## config.mk

```make
export PLATFORM = sky130hd
export DESIGN_NAME = mem_bus_arbiter
export DESIGN_NICKNAME = d
export VERILOG_FILES = /design/src/rtl/mem_bus_arbiter.sv
export SDC_FILE = /design/constraint.sdc
export NUM_CORES = 1
export LEC_CHECK = 0
export BUFFER_PORTS_ARGS = -buffer_cell sky130_fd_sc_hd__buf_2
export CAP_MARGIN = 20
export CELL_PAD_IN_SITES_DETAIL_PLACEMENT = 1
export CELL_PAD_IN_SITES_GLOBAL_PLACEMENT = 1
export CORE_ASPECT_RATIO = 1.1
export CORE_UTILIZATION = 35
export DETAILED_ROUTE_END_ITERATION = 8
export GPL_TIMING_DRIVEN = 0
export HOLD_SLACK_MARGIN = 0.1
export MAX_ROUTING_LAYER = met4
export PLACE_DENSITY = 0.83
export REMOVE_ABC_BUFFERS = 1
export SLEW_MARGIN = 10
export SYNTH_ARGS = -nofsm -noshare
export SYNTH_HDL_FRONTEND = slang
export SYNTH_SLANG_ARGS = --single-unit
```

## constraint.sdc

```tcl
create_clock -name clock -period 4.59 [get_ports clock]
set_clock_uncertainty 0.2 [all_clocks]
set_input_delay 0 -clock clock [delete_from_list [all_inputs] [get_ports clock]]
set_output_delay 0 -clock clock [all_outputs]
set_load 0.005 [all_outputs]
```

## src/rtl/mem_bus_arbiter.sv

```systemverilog
// Shares one memory port between the CPU sequencer and a DMA requester; CPU wins ties
// unless DMA has been passed over STARVE_LIMIT times. All outputs are registered.
module mem_bus_arbiter #(
  parameter int WIDTH        = 16,
  parameter int WAIT_CYCLES  = 1,
  parameter int STARVE_LIMIT = 3
) (
  input  logic             clock,
  input  logic             reset,
  input  logic             cpu_req,
  input  logic             cpu_rw,
  input  logic [WIDTH-1:0] cpu_addr,
  input  logic [WIDTH-1:0] cpu_wdata,
  output logic             cpu_ack,
  output logic [WIDTH-1:0] cpu_rdata,
  input  logic             dma_req,
  input  logic             dma_rw,
  input  logic [WIDTH-1:0] dma_addr,
  input  logic [WIDTH-1:0] dma_wdata,
  output logic             dma_ack,
  output logic [WIDTH-1:0] dma_rdata,
  output logic             mem_vma,
  output logic             mem_rw,
  output logic [WIDTH-1:0] mem_addr,
  output logic [WIDTH-1:0] mem_wdata,
  input  logic [WIDTH-1:0] mem_rdata,
  output logic             busy
);

  localparam logic [1:0] IDLE   = 2'd0;
  localparam logic [1:0] ACCESS = 2'd1;
  localparam logic [1:0] DONE   = 2'd2;

  localparam logic [3:0] WAIT_LOAD  = 4'(WAIT_CYCLES);
  localparam logic [3:0] STARVE_MAX = 4'(STARVE_LIMIT);

  logic [1:0] state;
  logic [3:0] waitCnt;
  logic [3:0] starveCnt;
  logic       grantDma;
  logic       anyReq;
  logic       pickDma;

  // DMA wins only when alone or when it has been starved long enough.
  always_comb begin
    anyReq  = cpu_req | dma_req;
    pickDma = dma_req & (~cpu_req | (starveCnt == STARVE_MAX));
  end

  always_ff @(posedge clock) begin
    if (reset) begin
      state     <= IDLE;
      waitCnt   <= 4'd0;
      starveCnt <= 4'd0;
      grantDma  <= 1'b0;
      mem_vma   <= 1'b0;
      mem_rw    <= 1'b0;
      mem_addr  <= '0;
      mem_wdata <= '0;
      cpu_ack   <= 1'b0;
      dma_ack   <= 1'b0;
      cpu_rdata <= '0;
      dma_rdata <= '0;
      busy      <= 1'b0;
    end else begin
      cpu_ack <= 1'b0;
      dma_ack <= 1'b0;
      case (state)
        IDLE: begin
          if (anyReq) begin
            grantDma  <= pickDma;
            mem_vma   <= 1'b1;
            mem_rw    <= pickDma ? dma_rw    : cpu_rw;
            mem_addr  <= pickDma ? dma_addr  : cpu_addr;
            mem_wdata <= pickDma ? dma_wdata : cpu_wdata;
            waitCnt   <= WAIT_LOAD;
            state     <= ACCESS;
            busy      <= 1'b1;
            if (!pickDma && dma_req) begin
              if (starveCnt != STARVE_MAX) starveCnt <= starveCnt + 4'd1;
            end else begin
              starveCnt <= 4'd0;
            end
          end
        end
        ACCESS: begin
          if (waitCnt != 4'd0) begin
            waitCnt <= waitCnt - 4'd1;
          end else begin
            // Last access cycle: read data is valid on mem_rdata now.
            mem_vma <= 1'b0;
            state   <= DONE;
            if (grantDma) begin
              dma_ack <= 1'b1;
              if (!mem_rw) dma_rdata <= mem_rdata;
            end else begin
              cpu_ack <= 1'b1;
              if (!mem_rw) cpu_rdata <= mem_rdata;
            end
          end
        end
        DONE: begin
          state <= IDLE;
          busy  <= 1'b0;
        end
        default: begin
          state   <= IDLE;
          busy    <= 1'b0;
          mem_vma <= 1'b0;
        end
      endcase
    end
  end

endmodule

```

==> results.toml <==
[layout]
fillers = 1159
final_cells = 752
final_util_pct = 55.86
layout.nets = 719
areaGrowthSynthToFinish_pct = 55.01
drive_gt1_share_pct = 32.65

[pwr]
clkPwrFrac_pct = 26.5
ir_drop_v = 0.0002094
p_sw_share_pct = 32.66
power.share.combinational_pct = 28.4
power_density_nw_per_um2 = 338.2
leakage_uw = 0.002406
p_int_uw = 1196
switchingPower_uw = 579.9
p_seq_share_pct = 45.1

[timing]
setup_viol = 0
period_share_pct = 70.38
worst_pin_slew_ns = 1.015
rsz0062_at_grt = "no"
fin_setup_tns_ns = 0
min_period_ns = 3.230
hold_violations = 0
slew_headroom_pct = 32.19
clock.fmax_mhz = 309.6
maxSlewViolCount = 0

[floorplan]
design.die.area_um2 = 10080
start_util_pct = 36.04
die_w_um = 95.80
placementRows = 37
die_y_um = 105.2
ios = 155
fp.coreArea_um2 = 9398

[yosys]
syn_area_um2 = 3387
ys_seq_area_share_pct = 47.28
ys.flop_type = "dfxtp_1"
ys_seq_elements = 80
syn_area_per_cell_um2 = 8.363
synth_async_sr_flop_share_pct = 0
synthCells = 405
yosysWarnings = 0
yosysUniqueCellTypes = 37
synth_edf_count = 0

[status]
status = "finished, final reports clean"

[worst_setup_path]
worstPathArrival_ns = 3.33
startpoint = "starveCnt[0]$_SDFFE_PP0P_"
cp_slowest_cell = "a21boi_4"
reg2reg_slack_ns = 1.36
startpoint_type = "flip-flop"
cp-end-kind = "flip-flop"
critPathMaxFanout = 34
crit_required_ns = 4.69
crit_path_cell_trace = "ha_1, or3b_4, a21boi_4, a21oi_1, a211oi_2, dlygate4sd3_1"
r2r_start = "starveCnt[0]$_SDFFE_PP0P_"
rr_endpoint = "mem_addr[11]$_SDFFE_PP0P_"
rr_worst_depth = 6
cp_slowest_stage_delay_ns = 0.80
critical_path_class = "flip-flop to flip-flop"

[placed_design]
placed_cells = 647
dp_hpwl_um = 7760
globalplace.congestion = 0.8404
io_buffers = 154

[flow_run]
drv_cap = 0

[clock_network]
postCtsResizedCells = 0
cts_buffers = 9
insertion_delay_ns = 0.37
h-tree-depth = 3
ctsLongestPathBuffers = 2
cts_root_buffer = "clkbuf_8"
clk_pin_slew_ns = 0.09
postCtsSetupBuffers = 0
cts_tree = "yes"
numClockSinks = 80

[global_routing]
grt_pass1_vias = 4488
antenna_found_initial = 1
grtUsageMet2_pct = 53.11
grt_pass1_wl_um = 23080
met1_usage_pct = 31.51
grt_use_total_pct = 31.48
grt_use_met3_pct = 5.750
globalRouteOverflowTotal = 0
top_usage_layer = "met2"
grt_max_degree = 43

[route]
firstDrtPassIters = 4
drt_iter0_drc = 167
via_count = 3959
drt-vias-per-instance = 5.265
drc = 0
wl_um = 14930
postRouteAntennaNets = 0
wl_per_cell_um = 19.86

[worst_hold_path]
hold_end = "dma_rdata[4]$_SDFFE_PP0P_"
hold_path.startpoint = "mem_rdata[4]"
holdCritPathClass = "input pin to flip-flop"
hold_path_depth = 4
## cell usage after synthesis, types with 3 or more instances
master / instances / area [um2]
buf_2: 4 / 20.02
nand2_1: 99 / 371.6
nand3_1: 5 / 25.02
o21ai_0: 3 / 15.01
clkbuf_4: 3 / 22.52
a211oi_1: 5 / 37.54
buf_4: 4 / 30.03
a211oi_2: 29 / 362.9
a21oi_1: 72 / 360.4
clkbuf_1: 14 / 52.55
inv_1: 3 / 11.26
dfxtp_1: 80 / 1602
nand2b_1: 7 / 43.79
nor3_1: 6 / 30.03
buf_6: 3 / 33.78
nor2_1: 43 / 161.4
## critical path, delay by kind of cell (launching register included)
kind | cells | cell delay, ns
flops | 1 | 0.41
compound gates | 3 | 1.32
buf+inv | 1 | 0.60
fa+ha+maj | 1 | 0.19
simple gates | 1 | 0.42
## cell families (layout without fill, tap and decap cells)
kind of cell | after synthesis | count (layout) | synth area share, %
DFF | 80 | 80 | 47.28
other | 0 | 1 | 0
AOI/OAI and AO/OA | 120 | 120 | 25.67
and+or+nand+nor | 169 | 169 | 20.87
buffers and inverters | 34 | 263 | 5.430
adders and majority gates | 2 | 2 | 0.7387
## worst max path at each step
stage                     cells after the start                         end  slack (ns)
after floorplan                               5    mem_addr[0]$_SDFFE_PP0P_        2.47
final                                         6   mem_addr[11]$_SDFFE_PP0P_        1.36
after CTS                                     6  mem_wdata[15]$_SDFFE_PP0P_        1.52
after global routing                          6   mem_wdata[6]$_SDFFE_PP0P_        1.21
after global placement                        4    mem_addr[2]$_SDFFE_PP0P_        1.45
after detailed placement                      5    mem_addr[9]$_SDFFE_PP0P_        2.08
## state kept, by name (all words and copies together) (netlist names), 2 cells and up
register	cells
starveCnt	4
mem_wdata	16
mem_addr	16
dma_rdata	16
waitCnt	4
state	2
cpu_rdata	16
## through the flow
stage / cell area (um2) / hold WS, ns / setup slack, ns / total power, uW
finish: 5250 / 0.2493 / 1.360 / 1775
global route: 5250 / 0.2713 / 1.210 / 1845
CTS: 5248 / 0.2287 / 1.524 / 1733
detailed placement: 4187 / 0.05558 / 2.078 / 1188
global placement: 4131 / 0.04829 / 1.451 / 1164
floorplan: 3214 / -0.1354 / 2.470 / 1008
## power groups by stage
| stage | clock [uW] | combinational, uW | sequential [uW] |
|---|---|---|---|
| final | 470 | 504 | 801 |
| after global placement | 0 | 360 | 804 |
| after floorplan | 0 | 198 | 810 |
| after detailed placement | 0 | 380 | 808 |
| after CTS | 465 | 475 | 793 |
| after global routing | 498 | 540 | 806 |
## repair_timing
action | CTS | global route
endpoints found under the setup margin | 0 | 0
hold buffers | 90 | 0
hold endpoints to repair | 71 | 0
## routing by layer
metal | vias to the layer above | wire length [um]
li1 | 1830 | -
met1 | 1886 | 5403
met2 | 157 | 7852
met3 | 86 | 593
met4 | 0 | 1081
met5 | - | 0
## layout by cell type (no fill, tap or decap), types with 2 or more instances in the layout
cell type / n
clkinv_2: 3
clkbuf_8: 10
a211oi_1: 5
ha_1: 2
dfxtp_1: 80
o32ai_1: 2
o21ai_0: 3
nand3_1: 5
a31oi_1: 2
nor3_1: 6
nor2_1: 43
nand2_1: 99
a211oi_2: 29
buf_2: 153
dlygate4sd3_1: 90
a21oi_1: 72
inv_1: 3
buf_12: 2
nand2b_1: 7
## area by class of cell
cell class	instances	area, um2	area share [%]
multi-input cells	291	1614	30.74
well taps	117	146.4	2.788
diodes	1	2.502	0.04766
flip-flops and latches	80	1602	30.51
clock buffers	10	137.6	2.622
repair buffers	246	1714	32.65
clock inverters	4	22.52	0.4290
inverters	3	11.26	0.2145
Note: power is estimated with default switching activity, not from simulation.
